## config.mk

```make
export PLATFORM = sky130hd
export DESIGN_NAME = w5300_access_arbiter
export DESIGN_NICKNAME = d
export VERILOG_FILES = /design/src/rtl/w5300_access_arbiter.sv
export SDC_FILE = /design/constraint.sdc
export NUM_CORES = 1
export LEC_CHECK = 0
export ABC_AREA = 1
export ABC_CLOCK_PERIOD_IN_PS = 9700
export CAP_MARGIN = 15
export CORE_MARGIN = 8
export CORE_UTILIZATION = 49
export CTS_BUF_LIST = sky130_fd_sc_hd__clkbuf_2
export DETAILED_ROUTE_END_ITERATION = 10
export PLACE_DENSITY = 0.88
export SLEW_MARGIN = 25
export SYNTH_ARGS = -nofsm -noshare
export SYNTH_HDL_FRONTEND = slang
export SYNTH_SLANG_ARGS = --single-unit
export TNS_END_PERCENT = 30
```

## constraint.sdc

```tcl
create_clock -name clk -period 9.7 [get_ports clk]
set_clock_uncertainty 0.2 [all_clocks]
set_input_delay 1.94 -clock clk [delete_from_list [all_inputs] [get_ports clk]]
set_output_delay 1.94 -clock clk [all_outputs]
set_load 0.02 [all_outputs]
```

## src/rtl/w5300_access_arbiter.sv

```systemverilog
// Round-robin arbiter sharing one W5300 bus interface among NUM_REQ requesters.
// Keeps a side-effect-free dummy read on the bus whenever no real access is armed.
module w5300_access_arbiter #(
   parameter int         NUM_REQ        = 2,
   parameter logic [9:0] IDLE_ADDR      = 10'h000,
   parameter int         TIMEOUT_CYCLES = 1024
) (
   input  logic                    clk,
   input  logic                    rst_n,
   input  logic [NUM_REQ-1:0]      req,
   input  logic [NUM_REQ-1:0]      req_wr,
   input  logic [NUM_REQ*10-1:0]   req_addr,
   input  logic [NUM_REQ*16-1:0]   req_wdata,
   output logic [NUM_REQ-1:0]      gnt,
   output logic [NUM_REQ-1:0]      done,
   output logic [15:0]             rd_data,
   output logic                    err,
   output logic                    bus_ready,
   output logic [10:0]             bus_ctrl_addr,
   output logic [15:0]             bus_wr_data,
   input  logic [15:0]             bus_rd_data,
   input  logic                    bus_op_idle
);

   localparam int PW = (NUM_REQ > 1) ? $clog2(NUM_REQ) : 1;
   localparam int CW = $clog2(TIMEOUT_CYCLES) + 1;

   typedef enum logic [1:0] {IDLE, ARM, BUSY} state_t;

   state_t        state, state_nxt;
   logic [PW-1:0] rr_ptr, win, win_idx;
   logic          found;
   logic [CW-1:0] tmo_cnt;
   logic          timeout;
   logic          sel_wr;
   logic [9:0]    sel_addr;
   logic [15:0]   sel_wdata;
   logic          lat_wr;
   logic [9:0]    lat_addr;
   logic [15:0]   lat_wdata;

   // Search order starts one past the last winner, so nobody waits more than NUM_REQ-1 accesses.
   always_comb begin
      found     = 1'b0;
      win       = rr_ptr;
      sel_wr    = 1'b0;
      sel_addr  = '0;
      sel_wdata = '0;
      for (int k = 1; k <= NUM_REQ; k++) begin
         for (int j = 0; j < NUM_REQ; j++) begin
            if (!found && req[j] && (j == (int'(rr_ptr) + k) % NUM_REQ)) begin
               found = 1'b1;
               win   = PW'(j);
            end
         end
      end
      for (int j = 0; j < NUM_REQ; j++) begin
         if (PW'(j) == win) begin
            sel_wr    = req_wr[j];
            sel_addr  = req_addr[10*j +: 10];
            sel_wdata = req_wdata[16*j +: 16];
         end
      end
   end

   assign timeout = (tmo_cnt >= CW'(TIMEOUT_CYCLES - 1));

   // A launch in ARM wins over a simultaneous timeout: the bus has already taken the real address.
   always_comb begin
      state_nxt     = state;
      bus_ctrl_addr = {1'b0, IDLE_ADDR};
      bus_wr_data   = '0;
      case (state)
         IDLE: begin
            if (bus_ready && found && !(|done)) state_nxt = ARM;
         end
         ARM: begin
            bus_ctrl_addr = {lat_wr, lat_addr};
            bus_wr_data   = lat_wdata;
            if (bus_op_idle)  state_nxt = BUSY;
            else if (timeout) state_nxt = IDLE;
         end
         BUSY: begin
            if (bus_op_idle || timeout) state_nxt = IDLE;
         end
         default: state_nxt = IDLE;
      endcase
   end

   always_ff @(posedge clk or negedge rst_n) begin
      if (!rst_n) begin
         state     <= IDLE;
         rr_ptr    <= PW'(NUM_REQ - 1);
         win_idx   <= '0;
         gnt       <= '0;
         done      <= '0;
         err       <= 1'b0;
         rd_data   <= '0;
         bus_ready <= 1'b0;
         tmo_cnt   <= '0;
      end else begin
         state <= state_nxt;
         done  <= '0;
         err   <= 1'b0;
         if (bus_op_idle) bus_ready <= 1'b1;
         if (|done)       gnt       <= '0;
         case (state)
            IDLE: begin
               if (state_nxt == ARM) begin
                  gnt     <= NUM_REQ'(1) << win;
                  rr_ptr  <= win;
                  win_idx <= win;
                  tmo_cnt <= '0;
               end
            end
            ARM, BUSY: begin
               tmo_cnt <= tmo_cnt + CW'(1);
               if (state_nxt == IDLE) begin
                  done <= NUM_REQ'(1) << win_idx;
                  err  <= !(state == BUSY && bus_op_idle);
                  if (state == BUSY && bus_op_idle && !lat_wr) rd_data <= bus_rd_data;
               end
            end
            default: ;
         endcase
      end
   end

   // Access fields are only meaningful while granted, so they carry no reset.
   always_ff @(posedge clk) begin
      if (state == IDLE && state_nxt == ARM) begin
         lat_wr    <= sel_wr;
         lat_addr  <= sel_addr;
         lat_wdata <= sel_wdata;
      end
   end

endmodule

```

=== After elaboration in Yosys (flattened, before gate mapping) ===
Cells that the tools add are included.

* Add/sub/neg operators: 3
* Magnitude comparators: 1
* Equal/unequal tests: 6
* Shift-type cells: 2
* Mux-type cells: 27
* Bitwise gates (word level): 2
* Reductions and logical operators: 29

{| class="wikitable"
|+ Operator list
! cell !! number
|-
| $logic_not 32->1 || 2
|-
| $mux 16 || 2
|-
| $mux 11 || 2
|-
| $pmux 11 s2 || 1
|-
| $mux 2 || 9
|-
| $logic_and 1x1->1 || 12
|-
| $add 11x1->11 const B || 1
|-
| $ge 11x10->1 const B || 1
|-
| $mux 1 || 11
|-
| $mux 10 || 1
|-
| $logic_not 1->1 || 6
|-
| $pmux 2 s3 || 1
|-
| $eq 2x1->1 const B || 2
|-
| $eq 2x2->1 const A || 2
|-
| $logic_not 2->1 || 2
|-
| $reduce_and 2->1 || 2
|-
| $reduce_or 2->1 || 2
|-
| $shl 1x1->2 const A || 2
|-
| $reduce_and 3->1 || 1
|-
| $add 1x1->1 const B || 2
|-
| $and 1x1->1 const A || 2
|-
| $eq 2x2->1 const B || 1
|-
| $ne 2x2->1 const B || 1
|-
| $reduce_bool 2->1 || 1
|-
| $logic_or 1x1->1 || 1
|}

* Flip-flop bits (word level): 64
* Input bits: 75
* Logic and storage cells: 82

=== Logic depth before layout (Yosys ltp) ===
* Depth in word-level cells: 24
* Gate-level depth with buffers: 15
* Depth with buffers taken out: 14

=== Least setup slack after synthesis ===
Ideal clock, no wire load.

* Path type: input port to flip-flop
* From: input port req[1]
* To: register gnt[0]
* Library setup time: 121 ps
* Data arrival time: 4066 ps
* Data required time: 9379 ps
* Setup slack: 5313 ps
* Cell stages on the path: 9
* Path buffers: 0
* Cell sequence: o21ai_0 nor2_1 o21ai_0 nand2_2 nand3_1 nor2_1 nand2_1 inv_1 nor2_1

* Longest elaborated chain between the ends: 18
* Elaborated cells between the ends (all ways): 22
* Classes of those cells: eq/ne: 1; shift: 1; mux: 10; reduce/logical: 10

{| class="wikitable"
|+ Ends and longest elaborated chain
! item !! RTL line !! text
|-
| start, declared || 10 || <nowiki>input logic [NUM_REQ-1:0] req,</nowiki>
|-
| $logic_and 1x1->1 (2 in series) || 51 || <nowiki>if (!found && req[j] && (j == (int'(rr_ptr) + k) % NUM_REQ)) begin</nowiki>
|-
| $mux 1 || 51 ||
|-
| $logic_not 1->1 || 51 ||
|-
| $logic_and 1x1->1 (2 in series) || 51 ||
|-
| $mux 1 || 51 ||
|-
| $logic_not 1->1 || 51 ||
|-
| $logic_and 1x1->1 (2 in series) || 51 ||
|-
| $mux 1 || 51 ||
|-
| $logic_and 1x1->1 (2 in series) || 75 || <nowiki>if (bus_ready && found && !(|done)) state_nxt = ARM;</nowiki>
|-
| $mux 2 || 75 ||
|-
| $pmux 2 s3 || 73 || <nowiki>case (state)</nowiki>
|-
| $eq 2x1->1 || 109 || <nowiki>if (state_nxt == ARM) begin</nowiki>
|-
| $mux 2 * || 109 ||
|-
| $mux 2 * || 107 || <nowiki>case (state)</nowiki>
|-
| end signal, assigned || 110 || <nowiki>gnt <= NUM_REQ'(1) << win;</nowiki>
|-
| end, declared || 14 || <nowiki>output logic [NUM_REQ-1:0] gnt,</nowiki>
|}

Every way passes the cells marked *; elsewhere a longest branch is shown, timed or not.
A chain may end at the register's enable or synchronous reset.

=== Final worst setup path ===
* From: register state[1]
* To: output port bus_ctrl_addr[10]

* Longest elaborated chain between the ends: 2

{| class="wikitable"
|+ Ends and longest elaborated chain
! item !! RTL line !! text
|-
| start, declared || 30 || <nowiki>state_t state, state_nxt;</nowiki>
|-
| start signal, assigned || 102 || <nowiki>state <= state_nxt;</nowiki>
|-
| $eq 2x1->1 || 73 ||
|-
| $mux 11 || 73 ||
|-
| end, declared || 19 || <nowiki>output logic [10:0] bus_ctrl_addr,</nowiki>
|}

Every way passes these cells.

==> results.cfg <==
[cts]
clk_pin_slew_worst_paths_ps = 190
cts_tree = done
cts_sinks = 64
postCtsSetupBuffers = 0
numCtsBuffers = 9
worstSkewPairLatency_ps = 480
cts_buffer_depth = 2
h-tree-depth = 3
cts_resized = 0
postCtsHoldBufs = 0
root_buffer = clkbuf_2

[synth]
synth_nets = 492
yosysWarnings = 0
synthCells = 412
avgSynthCellArea_um2 = 8.00
synth-seq-area-share_pct = 52.7
syn_area_um2 = 3300
synth-seq-cells = 64
ys_types = 32

[place]
gp_congestion = 0.950
dp_hpwl_um = 7010
pre_cts_ws_ps = 4600
numPortBuffers = 123

[job]
max_cap_viol_count = 0

[global_route]
grt_max_degree = 38
gr-total-overflow = 0
grt_use_total_pct = 19.9
grt_pass1_wl_um = 15300
antenna_found_initial = 0
grt_pass1_vias = 3231

[floorplanning]
fp.coreArea_um2 = 6640
start_util_pct = 49.6
die_x_um = 98.0
dieArea_um2 = 9610
die_h_um = 98.0
rows = 30
io_pins = 124

[sta]
setup_tns_ps = 0
finalMaxSlewViolations = 0
hold_viol = 0
slew_headroom_pct = 38.5
finalCriticalPeriod_ps = 4670
timing.final.crit_share_pct = 48.1
setup_viol = 0
finalWorstSetupSlack_ps = 5030
rsz0062_at_grt = false
clock.fmax_mhz = 214
max_slew.worst_pin.slew_ps = 920
holdWs_ps = 249

[worst_setup_path]
cp-start-kind = register
worstPathRequired_ps = 7560
reg2reg_depth = 6
worst-setup-path-type = register to primary output
r2r_slack_ps = 6370
cp_max_fo = 29
end_kind = primary output
arrival_ps = 2530

[hold_path]
hold_depth = 1
holdCritPathClass = register to register

[power_and_ir_drop]
power_mw = 1.27
powerDensity_nw_per_um2 = 269
p_leak_nw = 2.35
ir_drop_v = 0.000155

[drt]
drtIter0Drc = 172
avgRoutedWirePerCell_um = 15.0
finalWirelength_um = 9270
first_pass_iters = 5
vias = 3145
antenna_left = 0
viasPerCell = 5.10
drc = 0

[final_layout]
fillers = 504
multi_input_area_um2 = 1310
drive_gt1_share_pct = 7.26
seq_area_um2 = 1740
nNetsFinal = 612
antenna_cells = 0
synthToLayoutAreaGrowth_pct = 42.7
fin_util_pct = 70.8

[outcome]
outcome = complete, no violations
## layout by cell type, fill, tap and decap left out, types with 2 or more instances in the layout
| master | netlist | final |
|---|---|---|
| a21oi_1 | 2 | 2 |
| nand3_2 | 2 | 2 |
| nand2_2 | 3 | 3 |
| nand3_1 | 17 | 17 |
| xor2_1 | 4 | 4 |
| nand4_1 | 18 | 18 |
| nor2_1 | 24 | 23 |
| clkbuf_2 | 0 | 11 |
| nor2_2 | 4 | 5 |
| buf_4 | 1 | 2 |
| o21ai_0 | 4 | 4 |
| nand2_1 | 187 | 187 |
| inv_1 | 45 | 45 |
| dfrtp_1 | 36 | 36 |
| edfxtp_1 | 27 | 27 |
| bufinv_16 | 0 | 2 |
| or2_2 | 4 | 4 |
| nor3_1 | 3 | 3 |
| ha_1 | 5 | 4 |
| clkdlybuf4s50_1 | 0 | 122 |
## registers in the layout, summed over array words and instances (netlist names)
| register | count |
|---|---|
| lat_wdata | 16 |
| rd_data | 16 |
| tmo_cnt | 11 |
| lat_addr | 10 |
| done | 2 |
| gnt | 2 |
| state | 2 |
| bus_ready | 1 |
| err | 1 |
| lat_wr | 1 |
| rr_ptr | 1 |
| win_idx | 1 |
## final cells by class
class | instances | area share (%)
clock buffer | 11 | 1.17
clock inverter | 5 | 1.73
inverter | 47 | 3.75
multi-input combinational | 285 | 27.9
sequential | 64 | 36.9
tap | 80 | 2.13
timing repair buffer | 125 | 26.4
## routing by layer
layer,share of wire [%],wire length [um],vias to the layer above,GRT usage (%)
met5,0,0,-,0
met4,2.8,262,0,9.23
met3,6.9,640,20,6.05
met2,52,4820,97,35.3
met1,38,3540,1494,21.2
li1,-,-,1534,-
## through the flow
stage	cell area, um^2	instances
after floorplan	3300	412
after global placement	4570	601
after detailed placement	4570	601
after CTS	4700	617
after global routing	4700	617
final	4700	617
## cell usage after synthesis
library cell	number	area (um^2)
o21a_1	1	7.51
nand2_2	3	18.8
nand3b_1	1	7.51
buf_2	3	15.0
nor3_1	3	15.0
inv_1	45	169
nand3_1	17	85.1
nand3_2	2	20.0
ha_1	5	62.6
buf_1	3	11.3
dfrtp_1	36	901
edfxtp_1	27	811
a21oi_4	1	16.3
nand4_1	18	113
a41o_1	1	10.0
a21oi_1	2	10.0
buf_6	1	11.3
dfstp_2	1	26.3
nor2_2	4	25.0
nor3b_1	1	7.51
nor2_1	24	90.1
o211ai_1	1	7.51
buf_4	1	7.51
nand3_4	1	17.5
or2_2	4	25.0
xor2_1	4	35.0
nand4_2	1	12.5
nand2_1	187	702
o21ai_0	4	20.0
clkinv_1	1	3.75
clkbuf_1	8	30.0
inv_2	1	3.75
## power by group
group	switching (mW)	internal, mW	total, mW	leakage, nW
clock network	0.0988	0.0876	0.186	0.0821
registers	0.0386	0.395	0.433	0.740
logic	0.409	0.237	0.646	1.53
## worst max-delay path, stage by stage (launching register included)
cell and delay (ps):
dfrtp_1 500, inv_1 120, ha_2 550, nand2_1 190
inv_1 100, clkdlybuf4s50_1 600
## path summary, 6_finish.rpt
check | startpoint | end
worst min-delay path | win_idx | done[0]
worst min register to register | win_idx | done[0]
min in group asynchronous | rst_n | tmo_cnt[6]
max in group asynchronous | rst_n | tmo_cnt[8]
worst max register to register | rr_ptr | lat_addr[8]
worst max-delay path | state[1] | bus_ctrl_addr[10]
## kinds of logic after synthesis
| kind of cell | after synthesis | share of synthesized area, % |
|---|---|---|
| DFF | 64 | 52.7 |
| xor gates and xnor gates | 4 | 1.06 |
| AOI/OAI and AO/OA | 10 | 2.16 |
| and+or+nand+nor | 266 | 34.5 |
| adders and majority gates | 5 | 1.90 |
| buffers and inverters | 63 | 7.63 |
Note: power is estimated with default switching activity, not from simulation.
